==> src/rtl/apb_reg_responder.sv <==
// -----------------------------------------------------------------------------
// apb_reg_responder
//
// APB-style register target for the firmware-visible control registers of the
// MIPI control domain. Holds NREGS read/write control words, a live status
// word at index NREGS and a constant ID word at index NREGS+1. Every transfer
// is stretched by WAIT_CYCLES wait states and completes with a single-cycle
// pready pulse. Out-of-range accesses and transfers abandoned mid-wait raise a
// sticky error flag that firmware clears by writing 1 to bit 0 of the status
// index.
//
// Ports
//   i_clk        single clock for all logic
//   i_rst        asynchronous, active-high reset
//   i_psel       transfer request, held high by the master until pready
//   i_pwrite     1 = write, 0 = read
//   i_paddr      byte address; bits [1:0] are ignored
//   i_pwdata     write data
//   o_prdata     read data, non-zero only during the pready cycle of a read
//   o_pready     one-cycle completion pulse
//   i_status_in  live status word, readable at index NREGS
//   o_reg_q      flattened control registers, reg i = bits [32i+31:32i]
//   o_wr_strobe  one-cycle pulse on the register being written
//   o_err_flag   sticky error flag
//
// States
//   ST_IDLE | waiting for psel; captures the request when it arrives
//   ST_WAIT | counting wait states; a dropped psel aborts the transfer
//   ST_RESP | pready high; read data driven, write already committed
//   ST_TURN | psel ignored for one cycle so the master can release it
// -----------------------------------------------------------------------------
module apb_reg_responder #(
  parameter int          ADDR_W      = 20,
  parameter int          NREGS       = 16,
  parameter int          WAIT_CYCLES = 1,
  parameter logic [31:0] ID_VALUE    = 32'h4D495049
) (
  input  logic                  i_clk,
  input  logic                  i_rst,
  input  logic                  i_psel,
  input  logic                  i_pwrite,
  input  logic [ADDR_W-1:0]     i_paddr,
  input  logic [31:0]           i_pwdata,
  output logic [31:0]           o_prdata,
  output logic                  o_pready,
  input  logic [31:0]           i_status_in,
  output logic [NREGS*32-1:0]   o_reg_q,
  output logic [NREGS-1:0]      o_wr_strobe,
  output logic                  o_err_flag
);

  localparam int               IDX_W      = ADDR_W - 2;
  localparam logic [IDX_W-1:0] STATUS_IDX = IDX_W'(NREGS);
  localparam logic [IDX_W-1:0] ID_IDX     = IDX_W'(NREGS + 1);
  // The counter is loaded with WAIT_CYCLES-1 so that the WAIT state lasts
  // exactly WAIT_CYCLES cycles; with no wait states it is never used.
  localparam logic [3:0]       CNT_INIT   = (WAIT_CYCLES == 0) ? 4'd0 : 4'(WAIT_CYCLES - 1);

  typedef enum logic [1:0] {
    ST_IDLE = 2'd0,
    ST_WAIT = 2'd1,
    ST_RESP = 2'd2,
    ST_TURN = 2'd3
  } state_t;

  state_t                  r_state;
  state_t                  w_next;
  logic [3:0]              r_cnt;
  logic [IDX_W-1:0]        r_idx;
  logic                    r_write;
  logic [31:0]             r_wdata;
  logic [NREGS-1:0][31:0]  r_regs;
  logic [NREGS-1:0]        r_wr_strobe;
  logic                    r_err;

  logic                    w_start;
  logic                    w_enter_resp;
  logic                    w_abort;
  logic [IDX_W-1:0]        w_dec_idx;
  logic                    w_dec_write;
  logic [31:0]             w_dec_wdata;
  logic [NREGS-1:0]        w_sel;
  logic                    w_bad_idx;
  logic                    w_err_clr;
  logic [31:0]             w_rdata;
  logic                    w_unused_addr;

  // Byte-lane bits of the address carry no meaning for word registers.
  assign w_unused_addr = ^i_paddr[1:0];

  assign w_start = (r_state == ST_IDLE) && i_psel;

  // With zero wait states the commit edge is the capture edge itself, so the
  // decode must look at the live bus in IDLE and at the captured copy
  // otherwise.
  assign w_dec_idx   = (r_state == ST_IDLE) ? i_paddr[ADDR_W-1:2] : r_idx;
  assign w_dec_write = (r_state == ST_IDLE) ? i_pwrite : r_write;
  assign w_dec_wdata = (r_state == ST_IDLE) ? i_pwdata : r_wdata;

  always_comb begin
    w_sel = '0;
    for (int i = 0; i < NREGS; i++) begin
      w_sel[i] = (w_dec_idx == IDX_W'(i));
    end
  end

  assign w_bad_idx = (w_dec_idx > ID_IDX);
  assign w_err_clr = w_enter_resp && w_dec_write && (w_dec_idx == STATUS_IDX) && w_dec_wdata[0];

  // ---------------------------------------------------------------------------
  // State machine
  // ---------------------------------------------------------------------------
  always_ff @(posedge i_clk or posedge i_rst) begin
    if (i_rst) begin
      r_state <= ST_IDLE;
    end else begin
      r_state <= w_next;
    end
  end

  always_comb begin
    w_next       = r_state;
    w_enter_resp = 1'b0;
    w_abort      = 1'b0;
    case (r_state)
      ST_IDLE: begin
        if (i_psel) begin
          if (WAIT_CYCLES == 0) begin
            w_next       = ST_RESP;
            w_enter_resp = 1'b1;
          end else begin
            w_next = ST_WAIT;
          end
        end
      end
      ST_WAIT: begin
        if (!i_psel) begin
          w_next  = ST_IDLE;
          w_abort = 1'b1;
        end else if (r_cnt == 4'd0) begin
          w_next       = ST_RESP;
          w_enter_resp = 1'b1;
        end
      end
      ST_RESP: w_next = ST_TURN;
      ST_TURN: w_next = ST_IDLE;
      default: w_next = ST_IDLE;
    endcase
  end

  // ---------------------------------------------------------------------------
  // Request capture and wait-state down-counter
  // ---------------------------------------------------------------------------
  always_ff @(posedge i_clk or posedge i_rst) begin
    if (i_rst) begin
      r_cnt   <= 4'd0;
      r_idx   <= '0;
      r_write <= 1'b0;
      r_wdata <= '0;
    end else if (w_start) begin
      r_cnt   <= CNT_INIT;
      r_idx   <= i_paddr[ADDR_W-1:2];
      r_write <= i_pwrite;
      r_wdata <= i_pwdata;
    end else if ((r_state == ST_WAIT) && (r_cnt != 4'd0)) begin
      r_cnt <= r_cnt - 4'd1;
    end
  end

  // ---------------------------------------------------------------------------
  // Register bank and write strobes, committed on the edge entering RESP
  // ---------------------------------------------------------------------------
  always_ff @(posedge i_clk or posedge i_rst) begin
    if (i_rst) begin
      r_regs      <= '0;
      r_wr_strobe <= '0;
    end else begin
      r_wr_strobe <= '0;
      if (w_enter_resp && w_dec_write) begin
        r_wr_strobe <= w_sel;
        for (int i = 0; i < NREGS; i++) begin
          if (w_sel[i]) begin
            r_regs[i] <= w_dec_wdata;
          end
        end
      end
    end
  end

  // ---------------------------------------------------------------------------
  // Sticky error flag; a new error takes priority over a clear on the same edge
  // ---------------------------------------------------------------------------
  always_ff @(posedge i_clk or posedge i_rst) begin
    if (i_rst) begin
      r_err <= 1'b0;
    end else if (w_abort || (w_enter_resp && w_bad_idx)) begin
      r_err <= 1'b1;
    end else if (w_err_clr) begin
      r_err <= 1'b0;
    end
  end

  // ---------------------------------------------------------------------------
  // Read data: decoded from the captured index; status is the live input
  // ---------------------------------------------------------------------------
  always_comb begin
    w_rdata = '0;
    if (r_idx == STATUS_IDX) begin
      w_rdata = i_status_in;
    end else if (r_idx == ID_IDX) begin
      w_rdata = ID_VALUE;
    end else begin
      for (int i = 0; i < NREGS; i++) begin
        if (r_idx == IDX_W'(i)) begin
          w_rdata = r_regs[i];
        end
      end
    end
  end

  // pready and prdata derive from the state register so that an asserted
  // reset removes them immediately.
  assign o_pready    = (r_state == ST_RESP);
  assign o_prdata    = (o_pready && !r_write) ? w_rdata : 32'd0;
  assign o_reg_q     = r_regs;
  assign o_wr_strobe = r_wr_strobe;
  assign o_err_flag  = r_err;

endmodule

==> config.mk <==
export PLATFORM = sky130hd
export DESIGN_NAME = apb_reg_responder
export DESIGN_NICKNAME = d
export VERILOG_FILES = /design/src/rtl/apb_reg_responder.sv
export SDC_FILE = /design/constraint.sdc
export NUM_CORES = 2
export LEC_CHECK = 0
export BUFFER_PORTS_ARGS = -buffer_cell sky130_fd_sc_hd__buf_2
export CORE_AREA = 2 2 250 252
export DETAILED_ROUTE_END_ITERATION = 8
export DIE_AREA = 0 0 252 254
export PLACE_DENSITY = 0.71
export REMOVE_ABC_BUFFERS = 1
export SYNTH_ARGS = -nofsm -noshare
export SYNTH_HDL_FRONTEND = slang
export SYNTH_SLANG_ARGS = --single-unit
==> constraint.sdc <==
create_clock -name i_clk -period 21.6 [get_ports i_clk]
set_input_delay 4.32 -clock i_clk [delete_from_list [all_inputs] [get_ports i_clk]]
set_output_delay 4.32 -clock i_clk [all_outputs]
set_load 0.02 [all_outputs]
# --- After elaboration in Yosys (flattened, before gate mapping) ---
# Index checks and enable logic that the tools add are counted.
classes:
  n_lt_le_gt_ge: 1
  reduce_logical: 33
  muxes: 36
  eq_ne: 38
  addsub: 1
ops:
  columns: ["op", "n"]
  rows:
  - ["2-to-1 mux 32 bit", 20]
  - ["== test 18 x 4 -> 1 bit (second input constant)", 16]
  - ["== test 18 x 3 -> 1 bit (second input constant)", 8]
  - ["== test 18 x 2 -> 1 bit (second input constant)", 4]
  - ["== test 18 x 5 -> 1 bit (second input constant)", 3]
  - ["== test 18 x 1 -> 1 bit (second input constant)", 2]
  - ["logical NOT 18 bit", 2]
  - ["AND reduction 2 bit", 17]
  - ["greater-than comparator 18 x 5 -> 1 bit (second input constant)", 1]
  - ["2-to-1 mux 18 bit", 1]
  - ["2-to-1 mux 16 bit", 1]
  - ["2-to-1 mux 1 bit", 8]
  - ["2-to-1 mux 4 bit", 2]
  - ["one-hot mux 2 bit (4 select lines)", 1]
  - ["logical AND 1 bit", 7]
  - ["2-to-1 mux 2 bit", 3]
  - ["== test 2 bit (second input constant)", 2]
  - ["logical NOT 4 bit", 1]
  - ["nonzero test 2 bit", 2]
  - ["nonzero test 4 bit", 1]
  - ["subtractor 4 x 1 -> 4 bit (second input constant)", 1]
  - ["!= test 3 bit (second input constant)", 1]
  - ["== test 2 x 1 -> 1 bit (second input constant)", 1]
  - ["logical NOT 2 bit", 1]
  - ["other kinds (3)", 3]
totals:
  wordCells: 132
  input_bits: 88
  reg_bits: 586

# --- Depth between registers and ports, before layout ---
logic_depth:
  word_depth: 20
  depth_mapped: 12
  depth_no_buf: 9

# --- Worst setup path after synthesis ---
# Ideal clock, no wire load.
synth_timing:
  kind: "input to output"
  startpoint: "input port i_status_in[28]"
  endpoint: "output port o_prdata[28]"
  path_buffers: 0
  cell_stages: 3
  t_required_ns: 17.280
  t_arrival_ns: 5.056
  setup_slack_ns: 12.224
  cell_sequence: "a21oi_1 > or3_1 > a21oi_1"
synth_via:
  elab_chain_len: 2
synth_lines:
  columns: ["item", "line", "text"]
  rows:
  - ["start: declaration", "46", "input logic [31:0] i_status_in,"]
  - ["2-to-1 mux 32 bit", "208", "if (r_idx == STATUS_IDX) begin"]
  - ["2-to-1 mux 32 bit", "224", "assign o_prdata = (o_pready && !r_write) ? w_rdata : 32'd0;"]
  - ["end: declaration", "44", "output logic [31:0] o_prdata,"]
# No other way between the ends.

# --- Worst setup path after layout ---
layout_timing:
  startpoint: "register r_idx[4]"
  endpoint: "output port o_prdata[27]"
layout_via:
  elab_chain_len: 20
  elab_cells_between_ends: 37
  cone_classes: "eq/ne: 17; mux: 19; reduce/logical: 1"
layout_lines:
  columns: ["item", "line", "text"]
  rows:
  - ["start: declaration", "69", "logic [IDX_W-1:0] r_idx;"]
  - ["start signal: assignment", "162", "r_idx <= i_paddr[ADDR_W-1:2];"]
  - ["logical NOT 18 bit", "214", "if (r_idx == IDX_W'(i)) begin"]
  - ["2-to-1 mux 32 bit (16 in series)", "214", null]
  - ["2-to-1 mux 32 bit", "210", "end else if (r_idx == ID_IDX) begin"]
  - ["2-to-1 mux 32 bit *", "208", null]
  - ["2-to-1 mux 32 bit *", "224", null]
# Mark *: on every way between the ends. The rest lies on a longest branch, timed or not.

==> out/qor.yml <==
placed_design:
  port_buffers: 647
  globalplace.congestion: 0.890
  place_area_um2: 29800
  hpwl_um: 81000
  dp_cells: 3984
  dp_worst_setup_slack_ns: 12.10
clocking:
  cts_tree: "done"
  numCtsBuffers: 61
  cts_resized: 0
  clock_sinks: 586
  clkLatencyLatePin_ns: 0.64
  cts_hold_buf: 0
  ctsLongestPathBuffers: 3
  cts-root-buf: "clkbuf_16"
  cts.clk_slew.worst_paths_ns: 0.06
  postCtsSetupBuffers: 0
  htreeDepth: 2
drt:
  ant_nets: 0
  wl_um: 125000
  drtIter0Drc: 3190
  top_layer: "met5"
  viasPerCell: 6.25
  via_count: 25600
  dr.pass1.iters: 6
  post_drt_wl_per_cell_um: 30.4
  wl_met2_um: 53100
  wl_met3_um: 15600
  drt-met1-wl_um: 47200
  drc_errors: 0
global_routing:
  grt_overflow: 0
  grt_usage_pct: 37.7
  grt_pass1_wl_um: 172000
  grt_antenna_before_repair: 5
  first_global_vias: 23300
  grt_start_max_net_pins: 108
sta:
  finalSetupViolations: 0
  rsz0062_at_grt: "no"
  worst_pin_slew_ns: 1.39
  max_freq_ghz: 0.101
  slew-limit-headroom_pct: 7.24
  min_period_ns: 9.91
  skew_ns: 0.0230
  timing.final.ws_setup_ns: 11.69
  fin_tns_setup_ns: 0
  finalCritPeriodShare_pct: 45.9
  hold_viol_final: 0
  slew_violations: 0
worst_setup_path:
  critPathMostFrequentCell: "a21oi_1"
  worstSetupEndpointType: "primary output"
  cp_max_fo: 17
  path_delay_family: "simple AND/OR/NAND/NOR gates"
  start_kind: "flop"
  arrival_ns: 5.59
  critPathSlowestCell: "a2111oi_0"
  path_class: "reg -> out"
  required_ns: 17.28
  path_buf_inv: 2
  max_stage_delay_ns: 0.91
  crit_path_cell_trace: "nor4_1 > nand3_1 > nor2_4 > buf_4 > a221oi_2 > a21oi_1 > a21oi_1 > a2111oi_0 > o221a_1 > buf_2"
finish:
  final_area_um2: 32000
  final_common_cell: "buf_2"
  drive_gt1_share_pct: 28.5
  nets: 3346
  mostFrequentLayoutCells: "buf_2, nand2_1, dfrtp_1"
  final_cell_count_no_fill: 4104
  synthToLayoutAreaGrowth_pct: 23.8
power_and_ir_drop:
  p_seq_share_pct: 41.4
  powerDensity_nw_per_um2: 90.9
  p_int_w: 0.00200
  p_leak_nw: 16.3
  p_sw_w: 0.000909
  p_total_w: 0.00290
  vdd_drop_max_v: 0.000125
  pwr-share-comb_pct: 19.1
  power_frac_clock_pct: 39.5
  switching_share_pct: 31.3
floorplanning:
  rows: 91
  die_x_um: 252
  dieArea_um2: 64000
  core_area_um2: 61300
  die_h_um: 254
  start_util_pct: 42.1
  num_io_pins: 650
synthesis:
  async_flop_share_pct: 100
  synth_cell_types: 74
  synth-edff-count: 0
  yosys_warnings: 0
  ys.flop_type: "dfrtp_1"
  synth_cells: 2701
  ys_seq_elements: 586
  netlist_area_um2: 25800
  ys_seq_area_share_pct: 56.8
  syn_avg_cell_area_um2: 9.56
status:
  run_status: "finished, final reports clean"
job:
  max_cap_viol_count: 0
worst_hold_path:
  worstHoldPathType: "reg -> reg"
## registers in the layout, summed over array words and instances, names as in the netlist, named ones only
register and cells:
o_reg_q 512, r_wdata 32, r_idx 18, o_wr_strobe 16, r_cnt 4, o_err_flag 1, r_state 1, r_write 1
## path summary, 6_finish.rpt
kind                                   start  slack (ns)  cells after the start        endpoint
worst min-delay path            o_reg_q[509]        0.50                      2    o_reg_q[509]
worst max register to register     r_idx[12]       17.51                      8     o_reg_q[95]
max in group asynchronous              i_rst       14.66                      5    o_reg_q[353]
worst min register to register  o_reg_q[509]        0.50                      2    o_reg_q[509]
worst max-delay path                r_idx[4]       11.69                     10    o_prdata[27]
min in group asynchronous              i_rst        3.80                      2  o_wr_strobe[5]
## kinds of logic after synthesis
family                     Yosys count  share of synthesized area [%]
AOI/OAI and AO/OA                  892                           20.8
xor gates and xnor gates             3                          0.102
adders and majority gates            1                         0.0485
buffers and inverters              253                           4.40
DFF                                586                           56.8
muxes                               86                           3.58
and+or+nand+nor                    880                           14.3
## power by group through the flow
stage | Sequential [W] | Combinational [W] | Clock (W)
after detailed placement | 0.00122 | 0.000544 | 0
after global placement | 0.00122 | 0.000539 | 0
final | 0.00120 | 0.000556 | 0.00115
after CTS | 0.00120 | 0.000546 | 0.00115
after floorplan | 0.00121 | 0.000317 | 0
after global routing | 0.00121 | 0.000588 | 0.00119
## through the flow
| stage | hold slack, ns | util, % |
|---|---|---|
| after global placement | 0.478 | 48.6 |
| after CTS | 0.496 | 52.2 |
| after floorplan | 0.480 | - |
| final | 0.500 | 52.2 |
| after global routing | 0.518 | 52.2 |
| after detailed placement | 0.483 | 48.6 |
## worst reg2reg max path: stages, from the launching register on
cell and delay, ns:
dfrtp_1 0.39, or4_1 0.75, or3_4 0.50, o32ai_4 0.26, nor2b_1 0.57, nand2_2 0.67, buf_4 0.55, nand2_1 0.13
o21ai_0 0.10
## cell type report
class | instances | area, um^2
diodes | 7 | 17.5
clock buffers | 88 | 1830
clock inverters | 25 | 339
fillers | 5631 | 29300
inverters | 24 | 97.6
multi-input cells | 1862 | 10200
flip-flops and latches | 586 | 14700
well taps | 790 | 988
repair buffers | 722 | 3800
## metal layers
layer / global-route usage [%] / vias to the layer above
li1: - / 10700
met1: 50.0 / 12400
met2: 54.2 / 1946
met3: 11.5 / 531
met4: 22.8 / 2
met5: 0 / -
## synth_stat cells, drive strengths merged (22+ instances only)
| cell | n | share of area, % |
|---|---|---|
| a222oi | 30 | 1.2 |
| mux2 | 51 | 2.2 |
| nor2 | 115 | 1.9 |
| nand2 | 625 | 9.1 |
| a221oi | 48 | 1.7 |
| dfrtp | 586 | 57 |
| o221ai | 28 | 0.95 |
| nor3 | 25 | 0.48 |
| clkbuf | 177 | 2.6 |
| mux2i | 35 | 1.4 |
| nor4 | 22 | 0.61 |
| o22ai | 35 | 0.85 |
| buf | 52 | 1.5 |
| inv | 24 | 0.35 |
| o21ai | 566 | 11 |
| a21oi | 68 | 1.3 |
| nand3 | 28 | 0.54 |
(Power assumes the default switching activity.)
